===== config.mk =====
export PLATFORM = sky130hd
export DESIGN_NAME = pgm_ddram_rd_bridge_flat
export DESIGN_NICKNAME = d
export VERILOG_FILES = /design/src/rtl/pgm_ddram_rd_bridge_if.sv /design/src/rtl/pgm_ddram_rd_bridge.sv /design/src/flat_wrapper.sv
export SDC_FILE = /design/constraint.sdc
export NUM_CORES = 1
export LEC_CHECK = 0
export BUFFER_PORTS_ARGS = -buffer_cell sky130_fd_sc_hd__buf_2
export CORE_ASPECT_RATIO = 0.5
export CORE_UTILIZATION = 50
export CTS_BUF_LIST = sky130_fd_sc_hd__clkbuf_4
export CTS_CLUSTER_SIZE = 10
export DETAILED_ROUTE_END_ITERATION = 16
export HOLD_SLACK_MARGIN = 0.12
export PLACE_DENSITY = 0.78
export SETUP_SLACK_MARGIN = 0.15
export SYNTH_ARGS = -nofsm -noshare
export SYNTH_HDL_FRONTEND = slang
export SYNTH_SLANG_ARGS = --single-unit

===== constraint.sdc =====
create_clock -name clk -period 2.3 [get_ports clk]
set_input_delay 0.23 -clock clk [delete_from_list [all_inputs] [get_ports clk]]
set_output_delay 0.23 -clock clk [all_outputs]
set_load 0.03 [all_outputs]

===== src/rtl/pgm_ddram_rd_bridge_if.sv =====
// Client read port plus Avalon-MM master port of the DDRAM read bridge.
// The slave modport is the bridge; the master modport is the client/memory side.
interface pgm_ddram_rd_bridge_if;
    localparam int unsigned AW = 29;
    localparam int unsigned DW = 64;

    logic          ddram_rd;
    logic [AW-1:0] ddram_addr;
    logic          ddram_busy;
    logic [DW-1:0] ddram_dout;
    logic          ddram_dout_valid;
    logic          flush;
    logic          mem_rd;
    logic [AW-1:0] mem_addr;
    logic [7:0]    mem_burstcnt;
    logic          mem_busy;
    logic [DW-1:0] mem_dout;
    logic          mem_dout_ready;
    logic [15:0]   miss_count;

    modport slave (
        input  ddram_rd, ddram_addr, flush, mem_busy, mem_dout, mem_dout_ready,
        output ddram_busy, ddram_dout, ddram_dout_valid, mem_rd, mem_addr,
               mem_burstcnt, miss_count
    );

    modport master (
        output ddram_rd, ddram_addr, flush, mem_busy, mem_dout, mem_dout_ready,
        input  ddram_busy, ddram_dout, ddram_dout_valid, mem_rd, mem_addr,
               mem_burstcnt, miss_count
    );
endinterface


===== src/rtl/pgm_ddram_rd_bridge.sv =====
// DDRAM read bridge: one-line cache in front of a single-beat Avalon-MM read port.
// Hits return in one cycle; misses fetch ROM_BASE+addr and refill the line.
module pgm_ddram_rd_bridge #(
    parameter logic [28:0] ROM_BASE = 29'h0300000
) (
    input  logic                   clk,
    input  logic                   reset_n,
    pgm_ddram_rd_bridge_if.slave   bus
);
    localparam int unsigned AW = 29;
    localparam int unsigned DW = 64;
    localparam int unsigned CW = 16;

    typedef enum logic [1:0] {IDLE, ISSUE, WAIT_DATA} state_e;

    state_e        state_q, state_d;
    logic          busy_q, busy_d;
    logic [DW-1:0] dout_q, dout_d;
    logic          dout_valid_q, dout_valid_d;
    logic          mem_rd_q, mem_rd_d;
    logic [AW-1:0] mem_addr_q, mem_addr_d;
    logic [DW-1:0] line_q, line_d;
    logic [AW-1:0] tag_q, tag_d;
    logic          line_valid_q, line_valid_d;
    logic [AW-1:0] req_addr_q, req_addr_d;
    logic          nocache_q, nocache_d;
    logic [CW-1:0] miss_q, miss_d;

    always_ff @(posedge clk or negedge reset_n) begin
        if (!reset_n) begin
            state_q      <= IDLE;
            busy_q       <= 1'b0;
            dout_q       <= '0;
            dout_valid_q <= 1'b0;
            mem_rd_q     <= 1'b0;
            mem_addr_q   <= '0;
            line_q       <= '0;
            tag_q        <= '0;
            line_valid_q <= 1'b0;
            req_addr_q   <= '0;
            nocache_q    <= 1'b0;
            miss_q       <= '0;
        end else begin
            state_q      <= state_d;
            busy_q       <= busy_d;
            dout_q       <= dout_d;
            dout_valid_q <= dout_valid_d;
            mem_rd_q     <= mem_rd_d;
            mem_addr_q   <= mem_addr_d;
            line_q       <= line_d;
            tag_q        <= tag_d;
            line_valid_q <= line_valid_d;
            req_addr_q   <= req_addr_d;
            nocache_q    <= nocache_d;
            miss_q       <= miss_d;
        end
    end

    always_comb begin
        state_d      = state_q;
        dout_d       = dout_q;
        dout_valid_d = 1'b0;
        mem_rd_d     = mem_rd_q;
        mem_addr_d   = mem_addr_q;
        line_d       = line_q;
        tag_d        = tag_q;
        line_valid_d = line_valid_q;
        req_addr_d   = req_addr_q;
        nocache_d    = nocache_q;
        miss_d       = miss_q;

        if (bus.flush) line_valid_d = 1'b0;

        case (state_q)
            IDLE: begin
                if (bus.ddram_rd) begin
                    // A flush on the accept edge invalidates the line before the lookup
                    if (line_valid_q && (tag_q == bus.ddram_addr) && !bus.flush) begin
                        dout_d       = line_q;
                        dout_valid_d = 1'b1;
                    end else begin
                        state_d    = ISSUE;
                        mem_rd_d   = 1'b1;
                        mem_addr_d = AW'(ROM_BASE + bus.ddram_addr);
                        req_addr_d = bus.ddram_addr;
                        nocache_d  = 1'b0;
                        if (miss_q != {CW{1'b1}}) miss_d = miss_q + CW'(1);
                    end
                end
            end
            ISSUE: begin
                if (bus.flush) nocache_d = 1'b1;
                if (!bus.mem_busy) begin
                    mem_rd_d = 1'b0;
                    state_d  = WAIT_DATA;
                end
            end
            WAIT_DATA: begin
                if (bus.flush) nocache_d = 1'b1;
                if (bus.mem_dout_ready) begin
                    dout_d       = bus.mem_dout;
                    dout_valid_d = 1'b1;
                    state_d      = IDLE;
                    // Data fetched across a flush may be stale, so it is delivered but not kept
                    if (!(nocache_q || bus.flush)) begin
                        line_d       = bus.mem_dout;
                        tag_d        = req_addr_q;
                        line_valid_d = 1'b1;
                    end
                end
            end
            default: state_d = IDLE;
        endcase

        busy_d = (state_d != IDLE);
    end

    assign bus.ddram_busy       = busy_q;
    assign bus.ddram_dout       = dout_q;
    assign bus.ddram_dout_valid = dout_valid_q;
    assign bus.mem_rd           = mem_rd_q;
    assign bus.mem_addr         = mem_addr_q;
    assign bus.mem_burstcnt     = 8'd1;
    assign bus.miss_count       = miss_q;
endmodule


===== src/flat_wrapper.sv =====
// flat-port wrapper written by rule: the top's interface ports become plain ports
module pgm_ddram_rd_bridge_flat 
#(
    parameter logic [28:0] ROM_BASE = 29'h0300000
)
  (clk, reset_n, bus_ddram_rd, bus_ddram_addr, bus_flush, bus_mem_busy, bus_mem_dout, bus_mem_dout_ready, bus_ddram_busy, bus_ddram_dout, bus_ddram_dout_valid, bus_mem_rd, bus_mem_addr, bus_mem_burstcnt, bus_miss_count);
  pgm_ddram_rd_bridge_if bus_i ();
  input  logic clk;
  input  logic reset_n;
  input wire logic [$bits(bus_i.ddram_rd)-1:0] bus_ddram_rd;
  input wire logic [$bits(bus_i.ddram_addr)-1:0] bus_ddram_addr;
  input wire logic [$bits(bus_i.flush)-1:0] bus_flush;
  input wire logic [$bits(bus_i.mem_busy)-1:0] bus_mem_busy;
  input wire logic [$bits(bus_i.mem_dout)-1:0] bus_mem_dout;
  input wire logic [$bits(bus_i.mem_dout_ready)-1:0] bus_mem_dout_ready;
  output wire logic [$bits(bus_i.ddram_busy)-1:0] bus_ddram_busy;
  output wire logic [$bits(bus_i.ddram_dout)-1:0] bus_ddram_dout;
  output wire logic [$bits(bus_i.ddram_dout_valid)-1:0] bus_ddram_dout_valid;
  output wire logic [$bits(bus_i.mem_rd)-1:0] bus_mem_rd;
  output wire logic [$bits(bus_i.mem_addr)-1:0] bus_mem_addr;
  output wire logic [$bits(bus_i.mem_burstcnt)-1:0] bus_mem_burstcnt;
  output wire logic [$bits(bus_i.miss_count)-1:0] bus_miss_count;
  assign bus_i.ddram_rd = bus_ddram_rd;
  assign bus_i.ddram_addr = bus_ddram_addr;
  assign bus_i.flush = bus_flush;
  assign bus_i.mem_busy = bus_mem_busy;
  assign bus_i.mem_dout = bus_mem_dout;
  assign bus_i.mem_dout_ready = bus_mem_dout_ready;
  assign bus_ddram_busy = bus_i.ddram_busy;
  assign bus_ddram_dout = bus_i.ddram_dout;
  assign bus_ddram_dout_valid = bus_i.ddram_dout_valid;
  assign bus_mem_rd = bus_i.mem_rd;
  assign bus_mem_addr = bus_i.mem_addr;
  assign bus_mem_burstcnt = bus_i.mem_burstcnt;
  assign bus_miss_count = bus_i.miss_count;
  pgm_ddram_rd_bridge #(.ROM_BASE(ROM_BASE)) u_core (.clk(clk), .reset_n(reset_n), .bus(bus_i));
endmodule

**Word level (Yosys, flattened, before mapping)**

Cells that the tools add are included.

- Flip-flop bits (word level): 238
- Input port bits: 99
- Output and inout bits: 120
- Word-level logic and storage cells: 67

- $add $sub $neg: 2
- Equality and inequality tests: 10
- Mux-type cells: 25
- Bitwise operators: 2
- Reductions and logical operators: 16

Operators by type and width:

| operator | number |
|---|---|
| 64-bit two-way mux | 3 |
| 64-bit one-hot mux with 2 select lines | 1 |
| 22-bit by 29-bit adder with 29-bit output, first input constant | 1 |
| 29-bit equality test | 1 |
| 16-bit by 1-bit adder with 16-bit output, second input constant | 1 |
| 16-bit != test, second input constant | 1 |
| 4-bit AND reduction | 4 |
| 1-bit two-way mux | 13 |
| 2-bit two-way mux | 4 |
| 2-bit != test, second input constant | 4 |
| 2-bit nonzero test | 4 |
| 1-bit one-hot mux with 2 select lines | 3 |
| 2-bit one-hot mux with 3 select lines | 1 |
| 3-bit AND reduction | 2 |
| 2-bit by 1-bit != test with 1-bit output, second input constant | 2 |
| 2-bit by 1-bit equality test with 1-bit output, second input constant | 1 |
| 2-bit equality test, second input constant | 1 |
| 1-bit logical AND | 2 |
| 2-bit logical NOT | 1 |
| 1-bit inverter | 2 |
| 2-bit OR reduction | 1 |
| 1-bit logical NOT | 1 |
| 1-bit logical OR | 1 |

**Logic depth before layout (Yosys ltp)**

- Word-level depth: 7
- Mapped depth: 10
- Gate-level depth less buffers: 7

**Worst setup path before layout**

No wires, ideal clock.

- Path type: reg-to-reg
- Start: register u_core.tag_q[21]
- End: register u_core.dout_q[0], in the netlist u_core.bus.ddram_dout[0]
- Library setup time: 0.111 ns
- Arrival time: 2.234 ns
- Data required time: 2.189 ns
- Slack: -0.045 ns
- Stages on the path, launching flop included: 10
- Buffers on the path: 3
- Clock period less this slack: 2.345 ns
- Cell sequence: dfrtp_1 > xnor2_1 > nand4_1 > or4_4 > or3_1 > buf_2 > a21o_1 > buf_6 > buf_6 > a222oi_1

- Cells in the longest elaborated chain, start to end: 5

RTL lines:

| item | line | text |
|---|---|---|
| start, declared | pgm_ddram_rd_bridge.sv:23 | `logic [AW-1:0] tag_q, tag_d;` |
| start signal, assigned | pgm_ddram_rd_bridge.sv:51 | `tag_q <= tag_d;` |
| 29-bit equality test | pgm_ddram_rd_bridge.sv:78 | `if (line_valid_q && (tag_q == bus.ddram_addr) && !bus.flush) begin` |
| 1-bit logical AND (2 in series) | pgm_ddram_rd_bridge.sv:78 |  |
| 2-bit by 1-bit != test with 1-bit output (no line) | - |  |
| 4-bit AND reduction (no line) | - |  |
| end signal, assigned | pgm_ddram_rd_bridge.sv:46 | `dout_q <= dout_d;` |
| end, declared | pgm_ddram_rd_bridge.sv:18 | `logic [DW-1:0] dout_q, dout_d;` |

No other way between the ends.
A chain may end at the register's enable or synchronous reset.

**Worst setup path after layout**

- Start: register u_core.tag_q[25]
- End: register u_core.dout_q[48], in the netlist u_core.bus.ddram_dout[48]

Same word-level chain as after synthesis.

==> impl_metrics.csv <==
group,metric,value,unit
grt,grt_overflow,0,
synth,yosys.area.top_type,"dfrtp_1",
critical_path,critical_path.cell_chain,"xnor2_2 -> nand4_1 -> or4_4 -> or3_4 -> buf_6 -> a21oi_4 -> buf_12 -> buf_12 -> a222oi_1",
critical_path,slowest_stage,"or4_4",
synth,synth_edf_count,0,
critical_path,crit_type,"reg -> reg",
placement,dp_hpwl,14800,µm
clocking,max-clock-path-buffers,3,
timing,drv_slew,0,
clocking,h-tree-depth,2,
synth,syn-cell-area,0.00961,mm²
die,start_util,51.6,%
power_and_ir_drop,power_leakage,6.84,nW
timing,maxSlewHeadroom,59.0,%
job,maxCapViolCount,0,
synth,yosysSeqAreaShare,56.8,%
final_layout,syn_to_final_growth,38.0,%
placement,place_area,0.0110,mm²
clocking,path_clk_slew,0.08,ns
detailed_routing,drtAntennaViolNets,0,
final_layout,nets,1369,
timing,tightest_slew,0.614,ns
detailed_routing,via_count,8100,
synth,yosysWarnings,0,
clocking,worstSkewPairLatency,0.65,ns
grt,antenna_found_initial,0,
timing,setup_viol,98,
die,row_count,35,
clocking,cts.sinks,218,
synth,async_reset_ff_share,100,%
min_path,hp-class,"in -> async",
power_and_ir_drop,power_density,1150,mW/mm²
clocking,numCtsBuffers,49,
die,die_w,198,µm
timing,period_share,109,%
placement,gp_congestion,0.805,
critical_path,crit_top_cell,"buf_12",
power_and_ir_drop,ir_drop,0.801,mV
grt,grt_pass1_vias,8145,
die,io_pins,219,
synth,synth_area_per_cell,10.6,µm²
timing,fmax,400,MHz
grt,grtUsageTotal,25.6,%
critical_path,endpoint_kind,"register",
timing,period_minus_slack,2.50,ns
detailed_routing,drt_iter0_drc,844,
die,die_height,100,µm
synth,syn_inst,905,
critical_path,required,2.77,ns
die,dieArea,0.0198,mm²
final_layout,final_common_cell,"dfrtp_1",
synth,synth_top_cell_area_share,56.8,%
detailed_routing,avgViaCountPerCell,5.20,
placement,port_buffers,210,
power_and_ir_drop,power,15.2,mW
critical_path,critical_path_arrival,2.97,ns
synth,synth_ff_type,"dfrtp_1",
final_layout,stdcell_area,0.0133,mm²
timing,hold_violations,0,
timing,skew,0.0643,ns
detailed_routing,post_drt_wl_per_cell,17.1,µm
status,failed_checks,"negative setup slack",
timing,timing.final.ws_setup,-0.200,ns
grt,grt_pass1_wl,40200,µm
grt,grt_start_max_net_pins,74,
timing,rsz0062_at_grt,"yes",
synth,ys_ff_latch,218,
detailed_routing,first_pass_iters,8,
synth,synth.distinct_cells,40,
detailed_routing,routed_wl,26600,µm
final_layout,layout_common_cells,"dfrtp_1, buf_2, inv_1, dlygate4sd3_1, nand2_1",
critical_path,worst_path_largest_cell_delay,0.57,ns
status,status,"finished with violations",
die,core-area,0.0186,mm²
critical_path,start_kind,"register",
clocking,cts_tree,"yes",
detailed_routing,drc,0,
clocking,clockRootBuffer,"clkbuf_4",
critical_path,cp_max_fo,7,
final_layout,diodes,0,
synth,synth_area_leaders,"dfrtp_1, inv_1, mux2_2, a222oi_1, o21ai_0",
final_layout,drive_gt1_share,33.1,%
[final timing paths]
path / startpoint / end / slack [ns] / depth (start not counted)
min in group clk: bus_ddram_addr[25] / u_core.bus.mem_addr[27] / 0.21 / 5
max in group asynchronous: reset_n / u_core.bus.miss_count[11] / 1.40 / 3
worst max register to register: u_core.tag_q[25] / u_core.bus.ddram_dout[48] / -0.20 / 9
worst min register to register: u_core.bus.mem_addr[27] / u_core.bus.mem_addr[27] / 0.49 / 2
worst max-delay path: u_core.tag_q[25] / u_core.bus.ddram_dout[48] / -0.20 / 9
worst min-delay path: reset_n / u_core.bus.mem_addr[22] / 0.17 / 2
[registers in the layout (all words and copies together), names as in the netlist, 2 cells and up]
name,cells
u_core.bus.mem_addr,29
u_core.bus.ddram_dout,64
u_core.tag_q,29
u_core.line_q,64
u_core.req_addr_q,9
u_core.bus.miss_count,16
u_core.state_q,2
[metrics by stage]
| step | util (%) | instances | setup slack (ns) | hold slack [ns] | setup TNS (ns) |
|---|---|---|---|---|---|
| 6_report | 71.2 | 1557 | -0.200 | 0.167 | -12.51 |
| 5_1_grt | 71.2 | 1557 | -0.345 | 0.162 | -27.16 |
| 4_1_cts | 69.4 | 1539 | -0.245 | 0.141 | -15.51 |
| 3_5_place_dp | 59.0 | 1344 | -0.459 | 0.304 | -23.04 |
| 3_3_place_gp | 59.0 | 1344 | -0.284 | 0.294 | -18.13 |
| 2_1_floorplan | - | 911 | 0.00148 | -0.0656 | 0 |
[area by class of cell]
class,instances,area [µm²]
clock inverter,17,124
inverter,200,751
multi-input combinational,421,3080
clock buffer,68,510
fill,1301,5350
tap,259,324
sequential,218,5460
timing repair buffer,374,3020
[synthesized netlist by cell type, types with 3 or more instances]
library cell  instances
dfrtp_1             218
inv_1               200
nand2_1              86
o21ai_0              82
a222oi_1             64
mux2_2               58
buf_4                28
xnor2_1              25
xor2_1               24
clkbuf_1             18
buf_2                15
nand4_1              12
nand3_1              10
buf_6                 7
and3_1                6
ha_1                  6
nor2_1                6
a21oi_1               4
buf_1                 4
nor3_1                4
nor4_1                4
nor2b_1               3
[layer usage]
layer  vias up  GRT usage [%]  wire length, µm
li1       3716              -                -
met1      3994           32.2            11100
met2       327           44.6            13200
met3        63           5.81             1700
met4         0           7.81              577
met5         -              0                0
[worst max-delay path, delay by kind of cell, from the launching register on]
kind | cells | cell delay, ns
xor+xnor | 1 | 0.19
compound gates | 2 | 0.26
simple gates | 3 | 1.07
flops | 1 | 0.41
buf+inv | 3 | 0.44
[report_power, final]
part           switching, mW  internal (mW)  total [mW]
clock                   1.57           1.60        3.17
sequential             0.862           5.39        6.26
combinational           3.44           2.33        5.77
[cell families after synthesis]
family,count (synthesis),synth area share (%)
flip-flops,218,56.8
XOR/XNOR,49,4.47
multiplexers,59,6.90
AND/OR/NAND/NOR,140,6.67
buffers and inverters,272,12.5
AO/OA/AOI/OAI,159,11.9
other,2,0.0782
adder cells (fa/ha/maj),6,0.781
[repair_timing]
action,CTS,global route
hold buffers,98,0
pin swaps,5,9
setup buffers,6,7
hold endpoints to repair,391,0
resized for setup,22,20
cloned,6,11
setup endpoints to repair,121,187
(Power assumes the default switching activity.)
